==> src/rtl/bcd_conv_scheduler_pkg.sv <==
// Shared types and helpers for the BCD conversion scheduler.
// Holds the FSM encoding, datapath widths and the binary-to-BCD function.
package bcd_conv_scheduler_pkg;

  localparam int BIN_W = 10;
  localparam int BCD_W = 16;
  localparam int NDIG  = 4;

  typedef enum logic [1:0] {
    ST_IDLE = 2'd0,
    ST_CONV = 2'd1,
    ST_CAPT = 2'd2
  } state_t;

  // Double-dabble: adjust every digit >= 5 by +3, then shift one bit in.
  function automatic logic [BCD_W-1:0] bin_to_bcd(input logic [BIN_W-1:0] bin);
    logic [BCD_W+BIN_W-1:0] sh;
    sh = {{BCD_W{1'b0}}, bin};
    for (int i = 0; i < BIN_W; i++) begin
      for (int d = 0; d < NDIG; d++) begin
        if (sh[BIN_W+4*d +: 4] >= 4'd5) begin
          sh[BIN_W+4*d +: 4] = sh[BIN_W+4*d +: 4] + 4'd3;
        end
      end
      sh = sh << 1;
    end
    return sh[BIN_W +: BCD_W];
  endfunction

endpackage

==> src/rtl/bcd_conv_scheduler_bin2bcd.sv <==
// Shared combinational 10-bit binary to 4-digit BCD converter.
module bcd_conv_scheduler_bin2bcd
  import bcd_conv_scheduler_pkg::*;
(
  input  logic [BIN_W-1:0] i_bin,
  output logic [BCD_W-1:0] o_bcd
);

  assign o_bcd = bin_to_bcd(i_bin);

endmodule

==> src/rtl/bcd_conv_scheduler_digit_scanner.sv <==
// Time-multiplexed 4-digit scan of one BCD word with leading-zero blanking.
module bcd_conv_scheduler_digit_scanner
  import bcd_conv_scheduler_pkg::*;
#(
  parameter int SCAN_DIV = 50000
) (
  input  logic             i_clk,
  input  logic             i_rst,
  input  logic [BCD_W-1:0] i_word,
  output logic [NDIG-1:0]  o_digit_en,
  output logic [3:0]       o_digit_val,
  output logic             o_digit_blank
);

  localparam int DIV_W = (SCAN_DIV > 1) ? $clog2(SCAN_DIV) : 1;

  logic [DIV_W-1:0] r_div;
  logic [1:0]       r_idx;

  // Divider and digit index; the index advances each time the divider wraps.
  always_ff @(posedge i_clk) begin
    if (i_rst) begin
      r_div <= '0;
      r_idx <= 2'd0;
    end else if (r_div == DIV_W'(SCAN_DIV - 1)) begin
      r_div <= '0;
      r_idx <= r_idx + 2'd1;
    end else begin
      r_div <= r_div + DIV_W'(1);
      r_idx <= r_idx;
    end
  end

  // Digit select and blanking: a digit blanks when it and all higher digits are zero.
  always_comb begin
    o_digit_en    = 4'b0001 << r_idx;
    o_digit_val   = 4'h0;
    o_digit_blank = 1'b0;
    case (r_idx)
      2'd0: begin
        o_digit_val   = i_word[3:0];
        o_digit_blank = 1'b0;
      end
      2'd1: begin
        o_digit_val   = i_word[7:4];
        o_digit_blank = (i_word[15:4] == 12'h000);
      end
      2'd2: begin
        o_digit_val   = i_word[11:8];
        o_digit_blank = (i_word[15:8] == 8'h00);
      end
      2'd3: begin
        o_digit_val   = i_word[15:12];
        o_digit_blank = (i_word[15:12] == 4'h0);
      end
      default: begin
        o_digit_val   = 4'h0;
        o_digit_blank = 1'b0;
      end
    endcase
  end

endmodule

==> src/rtl/bcd_conv_scheduler.sv <==
// Round-robin scheduler sharing one binary-to-BCD converter between the live
// result and the best-time record, with per-source result registers and display scan.
module bcd_conv_scheduler
  import bcd_conv_scheduler_pkg::*;
#(
  parameter int CONV_CYCLES = 1,
  parameter int SCAN_DIV    = 50000
) (
  input  logic             clk,
  input  logic             rst,
  input  logic             req0_valid,
  input  logic [BIN_W-1:0] req0_data,
  output logic             req0_ready,
  input  logic             req1_valid,
  input  logic [BIN_W-1:0] req1_data,
  output logic             req1_ready,
  output logic             busy,
  output logic             done,
  output logic             done_src,
  output logic [BCD_W-1:0] bcd0,
  output logic [BCD_W-1:0] bcd1,
  input  logic             disp_sel,
  output logic [NDIG-1:0]  digit_en,
  output logic [3:0]       digit_val,
  output logic             digit_blank
);

  localparam int CNT_W = (CONV_CYCLES > 1) ? $clog2(CONV_CYCLES) : 1;

  state_t           r_state;
  state_t           w_next_state;
  logic [BIN_W-1:0] r_operand;
  logic             r_src;
  logic             r_rr;
  logic [CNT_W-1:0] r_cnt;
  logic [BCD_W-1:0] r_bcd0;
  logic [BCD_W-1:0] r_bcd1;
  logic             r_done;
  logic             r_done_src;
  logic             w_grant;
  logic             w_conv_last;
  logic [BCD_W-1:0] w_conv_bcd;
  logic [BCD_W-1:0] w_disp_word;

  assign w_conv_last = (r_cnt == CNT_W'(CONV_CYCLES - 1));

  // Arbitration, handshake and next-state; readys only ever rise in IDLE.
  always_comb begin
    w_next_state = r_state;
    w_grant      = 1'b0;
    req0_ready   = 1'b0;
    req1_ready   = 1'b0;
    case (r_state)
      ST_IDLE: begin
        if (req0_valid && req1_valid) begin
          w_grant = r_rr;
        end else begin
          w_grant = req1_valid;
        end
        req0_ready = req0_valid & ~w_grant;
        req1_ready = req1_valid & w_grant;
        if (req0_valid || req1_valid) begin
          w_next_state = ST_CONV;
        end else begin
          w_next_state = ST_IDLE;
        end
      end
      ST_CONV: begin
        if (w_conv_last) begin
          w_next_state = ST_CAPT;
        end else begin
          w_next_state = ST_CONV;
        end
      end
      ST_CAPT: w_next_state = ST_IDLE;
      default: w_next_state = ST_IDLE;
    endcase
  end

  // State register.
  always_ff @(posedge clk) begin
    if (rst) begin
      r_state <= ST_IDLE;
    end else begin
      r_state <= w_next_state;
    end
  end

  // Datapath: result lands together with done so both are visible in CAPT.
  always_ff @(posedge clk) begin
    if (rst) begin
      r_operand  <= '0;
      r_src      <= 1'b0;
      r_rr       <= 1'b0;
      r_cnt      <= '0;
      r_bcd0     <= '0;
      r_bcd1     <= '0;
      r_done     <= 1'b0;
      r_done_src <= 1'b0;
    end else begin
      r_done <= 1'b0;
      case (r_state)
        ST_IDLE: begin
          if (req0_valid || req1_valid) begin
            r_operand <= w_grant ? req1_data : req0_data;
            r_src     <= w_grant;
            r_cnt     <= '0;
          end
        end
        ST_CONV: begin
          r_cnt <= r_cnt + CNT_W'(1);
          if (w_conv_last) begin
            if (r_src) begin
              r_bcd1 <= w_conv_bcd;
            end else begin
              r_bcd0 <= w_conv_bcd;
            end
            r_done     <= 1'b1;
            r_done_src <= r_src;
          end
        end
        ST_CAPT: r_rr <= ~r_src;
        default: r_rr <= r_rr;
      endcase
    end
  end

  bcd_conv_scheduler_bin2bcd u_conv (
    .i_bin (r_operand),
    .o_bcd (w_conv_bcd)
  );

  assign w_disp_word = disp_sel ? r_bcd1 : r_bcd0;

  bcd_conv_scheduler_digit_scanner #(
    .SCAN_DIV (SCAN_DIV)
  ) u_scan (
    .i_clk         (clk),
    .i_rst         (rst),
    .i_word        (w_disp_word),
    .o_digit_en    (digit_en),
    .o_digit_val   (digit_val),
    .o_digit_blank (digit_blank)
  );

  assign busy     = (r_state != ST_IDLE);
  assign done     = r_done;
  assign done_src = r_done_src;
  assign bcd0     = r_bcd0;
  assign bcd1     = r_bcd1;

endmodule

==> config.mk <==
export PLATFORM = sky130hd
export DESIGN_NAME = bcd_conv_scheduler
export DESIGN_NICKNAME = d
export VERILOG_FILES = /design/src/rtl/bcd_conv_scheduler_pkg.sv /design/src/rtl/bcd_conv_scheduler_bin2bcd.sv /design/src/rtl/bcd_conv_scheduler_digit_scanner.sv /design/src/rtl/bcd_conv_scheduler.sv
export SDC_FILE = /design/constraint.sdc
export NUM_CORES = 1
export LEC_CHECK = 0
export ABC_AREA = 1
export CAP_MARGIN = 20
export CORE_ASPECT_RATIO = 0.8
export CORE_MARGIN = 1.5
export CORE_UTILIZATION = 45
export CTS_CLUSTER_SIZE = 24
export DETAILED_ROUTE_END_ITERATION = 10
export HOLD_SLACK_MARGIN = 0.15
export PLACE_DENSITY = 0.73
export SLEW_MARGIN = 20
export SYNTH_ARGS = -nofsm -noshare
export SYNTH_HDL_FRONTEND = slang
export SYNTH_SLANG_ARGS = --single-unit
==> constraint.sdc <==
create_clock -name clk -period 10.2 [get_ports clk]
set_input_delay 2.04 -clock clk [delete_from_list [all_inputs] [get_ports clk]]
set_output_delay 2.04 -clock clk [all_outputs]
set_load 0.02 [all_outputs]
# Word-level counts from Yosys, hierarchy flattened
# Cells that the tools add are included.
[op_classes] n_addsub=33 n_lt_le_gt_ge=30 eq_ne=7 n_shift=1 mux=45 bitwise=6 n_reduce_logical=16
[op_table] op="$ge A4 B3 Y1 const B" n=26
[op_table] op="$mux W4" n=22
[op_table] op="$add A4 B2 Y4 const B" n=21
[op_table] op="$mux W3" n=8
[op_table] op="$add A16 B1 Y16 const B" n=1
[op_table] op="$eq A16 B16 Y1 const B" n=1
[op_table] op="$mux W16" n=1
[op_table] op="$pmux W4 S4" n=1
[op_table] op="$add A3 B2 Y3 const B" n=5
[op_table] op="$logic_not A12 Y1" n=1
[op_table] op="$mux W10" n=1
[op_table] op="$logic_not A8 Y1" n=1
[op_table] op="$mux W1" n=8
[op_table] op="$add A1 B2 Y3 const AB" n=2
[op_table] op="$add A1 B2 Y3 const B" n=2
[op_table] op="$eq A2 B2 Y1 const B" n=3
[op_table] op="$ge A1 B3 Y1 const AB" n=2
[op_table] op="$ge A1 B3 Y1 const B" n=2
[op_table] op="$reduce_and A2 Y1" n=3
[op_table] op="$reduce_and A3 Y1" n=2
[op_table] op="$eq A2 B1 Y1 const B" n=2
[op_table] op="$logic_not A2 Y1" n=2
[op_table] op="$logic_not A4 Y1" n=1
[op_table] op="$not A1 Y1" n=4
[op_table] op="13 further kinds" n=16
[totals] regBits=67 inputBits=25 output_inout_bits=46

# Longest topological paths before layout
[logic_depth] depth_word=18 depth_mapped=50

# Hierarchy
# From an unflattened synthesis, not the netlist that was laid out.
[unflattened] hier_cells=708 hier_area_um2=4571.9
[modules_own_cells] module="bcd_conv_scheduler" instances=1 cells_each=300 area_each_um2=2084.5 seq_area_each_um2=980.9
[modules_own_cells] module="bcd_conv_scheduler_bin2bcd" instances=1 cells_each=240 area_each_um2=1331.3 seq_area_each_um2=0.0
[modules_own_cells] module="bcd_conv_scheduler_digit_scanner" instances=1 cells_each=168 area_each_um2=1156.1 seq_area_each_um2=360.3

# Worst setup path after synthesis
# No wires, ideal clock.
[synth_timing] path_type="input to output" startpoint="input port disp_sel" endpoint="output port digit_blank" arrival_ns=3.289 slack_ns=4.871 cell_stages=6 path_cell_list="clkbuf_1 clkbuf_1 mux2i_1 nand3_1 nor3_1 o211a_1"
[synth_between] elab_chain_len=3 elab_cells_between_ends=5 classes_between="mux: 2; reduce/logical: 3"
[synth_rtl] element="start: declaration" line_no="bcd_conv_scheduler.sv:22" source="input logic disp_sel,"
[synth_rtl] element="$mux W16 (*)" line_no="bcd_conv_scheduler.sv:133" source="assign w_disp_word = disp_sel ? r_bcd1 : r_bcd0;"
[synth_rtl] element="$logic_not A12 Y1 (tied with other cells)" line_no="bcd_conv_scheduler_digit_scanner.sv:46" source="o_digit_blank = (i_word[15:4] == 12'h000);"
[synth_rtl] element="$pmux W1 S4 (*)" line_no="bcd_conv_scheduler_digit_scanner.sv:39" source="case (r_idx)"
[synth_rtl] element="end: declaration" line_no="bcd_conv_scheduler.sv:25" source="output logic digit_blank"
# Every way passes the cells marked *; elsewhere a longest branch is shown, timed or not.

# Worst setup path after layout
[layout_timing] startpoint="input port req0_valid" endpoint="output port req0_ready"
[layout_between] elab_chain_len=6
[layout_rtl] element="start: declaration" line_no="bcd_conv_scheduler.sv:11" source="input logic req0_valid,"
[layout_rtl] element="$logic_and A1 B1 Y1" line_no="bcd_conv_scheduler.sv:55" source="if (req0_valid && req1_valid) begin"
[layout_rtl] element="$mux W1" line_no="bcd_conv_scheduler.sv:55"
[layout_rtl] element="$mux W1" line_no="bcd_conv_scheduler.sv:53" source="case (r_state)"
[layout_rtl] element="$not A1 Y1" line_no="bcd_conv_scheduler.sv:60" source="req0_ready = req0_valid & ~w_grant;"
[layout_rtl] element="$and A1 B1 Y1 (*)" line_no="bcd_conv_scheduler.sv:60"
[layout_rtl] element="$mux W1 (*)" line_no="bcd_conv_scheduler.sv:53"
[layout_rtl] element="end: declaration" line_no="bcd_conv_scheduler.sv:13" source="output logic req0_ready,"
# Every way passes the cells marked *; elsewhere a longest branch is shown, timed or not. The select of a mux whose other input is x is not followed.

==> results.toml <==
[run_status]
status = "complete, no violations"

[detailed_routing]
drt_iter0_drc = 211
ant_nets = 0
drt_pre_antenna_iters = 5
wl_per_cell_um = 12.2
via_per_inst = 5.09
via_count = 3901
routed_wl_um = 9350
drc = 0

[min_path]
hold_class = "register to register"
min_from = "u_scan.r_div[0]$_SDFF_PP0_"

[sta]
max_freq_mhz = 150
slew_violations = 0
setup_tns_ns = 0
fin_crit_ns = 6.69
post-route-period-util_pct = 65.6
hold_violations = 0
maxSlewHeadroom_pct = 29.8
setup_viol = 0
tightest_slew_ns = 1.04
rsz0062_at_grt = "no"
finalClockSkew_ns = 0.00717

[cts]
cts_setup_buffers = 0
worstSkewPairLatency_ns = 0.33
cts_sinks = 61
cts_buffers = 9
cts_hold_buffers = 0
htreeDepth = 3
cts_resized = 0
cts-root-buf = "clkbuf_8"
clk_pin_slew_ns = 0.07
cts_tree = "built"
cts_buffer_depth = 2

[setup_path]
path_buf_inv = 3
crit_family = "buffers and inverters"
slowest_stage = "o21ai_0"
startpoint_type = "input pin"
required_ns = 8.16
crit_start = "req0_valid"
arrival_ns = 4.65
r2r_start = "r_operand[7]$_SDFFE_PP0P_"
critPathCaptureType = "output port"
path_max_fanout = 12
path_class = "input pin to output port"
max_stage_delay_ns = 0.80
path_cells = "clkdlybuf4s50_1 -> inv_1 -> o21ai_0 -> nor2_1 -> nor2_1 -> clkdlybuf4s50_1"

[placed_design]
routabilityCongestion = 0.868
io_buffers = 64
hpwlAfterDp_um = 7380

[yosys]
seq_area_frac_synth_pct = 31.3
synth_area_per_cell_um2 = 6.66
synth_top_area_cell = "dfxtp_1"
synth_edf_count = 0
synthArstFlopShare_pct = 0
netlist_instances = 586
synth_ff_type = "dfxtp_1"
ys_ff_latch = 61
synth_area_um2 = 3900
yosysMostFrequentCell = "nand2_1"
synthTopCellsByCount = "132 x nand2_1, 89 x inv_1, 61 x dfxtp_1"
synth_top_area_share_pct = 31.3
synthTopCellsByArea = "dfxtp_1 31%, nand2_1 13%, inv_1 8.6%"
synth_cell_types = 39
yosys_warnings = 0

[layout]
drive_above_1_share_pct = 9.77
diodes = 0
num-nets-final = 693
area_delta_synth_final_pct = 24.2
fin_util_pct = 57.4

[grt]
antenna_found_initial = 0
overflow = 0
grt.total_usage_pct = 21.3
grt_pass1_vias = 3531
grt_pass1_wl_um = 15900
grt_start_max_net_pins = 23

[power]
leakage_nw = 2.24
powerDensity_nw_per_um2 = 299
max-vdd-ir-drop_v = 0.000180

[floorplan]
io_pins = 71
coreArea_um2 = 8450
dieHeight_um = 86.3
die_area_um2 = 9240
die_x_um = 107
initial_core_util_pct = 46.2
row_count = 30

[run]
maxCapViolCount = 0
==> cell usage in the layout, fill, tap and decap left out, types with 3 or more instances in the layout <==
| master | Yosys | final |
|---|---|---|
| nand4_1 | 7 | 7 |
| nand2_2 | 23 | 23 |
| nand3_1 | 41 | 41 |
| nand2_4 | 4 | 4 |
| nand2_1 | 132 | 132 |
| clkbuf_8 | 0 | 9 |
| xor2_1 | 5 | 5 |
| o21ai_0 | 34 | 34 |
| o21ai_2 | 3 | 3 |
| o22ai_1 | 13 | 13 |
| ha_1 | 18 | 18 |
| clkdlybuf4s50_1 | 0 | 64 |
| inv_1 | 89 | 89 |
| nor3_1 | 11 | 11 |
| nor2_1 | 34 | 34 |
| a21oi_1 | 42 | 42 |
| o21a_1 | 4 | 4 |
| conb_1 | 1 | 6 |
| mux2i_1 | 3 | 3 |
| nand3_2 | 8 | 8 |
| inv_2 | 4 | 4 |
| dfxtp_1 | 61 | 61 |
| o21ai_1 | 8 | 8 |
| o211ai_1 | 3 | 3 |
==> cell families (layout without fill, tap and decap cells) <==
logic type	count (synthesis)	in the layout	share of synthesized area, %
multiplexers	3	3	0.770
other	1	6	0.0962
XOR/XNOR	6	6	1.35
adder cells (fa/ha/maj)	18	18	5.77
flip-flops	61	61	31.3
AND/OR/NAND/NOR	268	268	32.1
buffers and inverters	111	175	11.3
AO/OA/AOI/OAI	118	118	17.3
==> routing by layer <==
metal | up-vias | wire (um) | part of all wire, % | GRT usage [%]
met5 | - | 0 | 0 | 0
met2 | 105 | 4310 | 46 | 35.0
met3 | 12 | 428 | 4.6 | 4.44
li1 | 2028 | - | - | -
met1 | 1756 | 4480 | 48 | 28.4
met4 | 0 | 127 | 1.4 | 5.70
==> sequential cells by signal, summed over array words and instances, names as in the netlist <==
register	flops
r_rr	1
r_state	2
r_cnt	1
bcd1	13
bcd0	13
r_operand	10
done_src	1
r_src	1
done	1
u_scan.r_div	16
u_scan.r_idx	2
==> per-stage QoR <==
| stage | power (mW) | area [um2] | worst slack, ns | cells | hold WS, ns |
|---|---|---|---|---|---|
| 6_report | 1.45 | 4840 | 3.51 | 767 | 0.451 |
| 5_1_grt | 1.59 | 4840 | 3.34 | 767 | 0.486 |
| 4_1_cts | 1.45 | 4840 | 3.52 | 766 | 0.451 |
| 3_5_place_dp | 1.21 | 4610 | 3.54 | 750 | 0.440 |
| 3_3_place_gp | 1.17 | 4610 | 3.63 | 750 | 0.429 |
| 2_1_floorplan | 1.02 | 3920 | 4.87 | 591 | 0.418 |
==> worst register-to-register path: cells and delay by family (launching register included) <==
kind	cells	cell delay, ns
AND/OR/NAND/NOR	27	2.79
AO/OA/AOI/OAI	3	0.53
buffers and inverters	11	0.78
adder cells (fa/ha/maj)	7	1.28
flip-flops	1	0.40
==> final cells by class <==
class | instances | area (um2)
tap | 112 | 140
inverter | 93 | 349
multi-input combinational | 419 | 2260
timing repair buffer | 66 | 656
fill | 789 | 3600
clock inverter | 7 | 98.8
sequential | 61 | 1220
clock buffer | 9 | 124
==> path summary, 6_finish.rpt <==
path	endpoint	slack, ns	depth (start not counted)
setup / recovery	req0_ready	3.51	6
hold / removal	u_scan.r_div[0]$_SDFF_PP0_	0.45	1
setup reg to reg	bcd1[10]$_SDFFE_PP0P_	4.31	48
hold reg to reg	u_scan.r_div[0]$_SDFF_PP0_	0.45	1
==> report_power, final <==
part	switching, mW	total (mW)	internal (mW)
registers	0.0233	0.288	0.264
logic	0.602	0.919	0.318
clock network	0.100	0.239	0.139
Note: power is estimated with default switching activity, not from simulation.
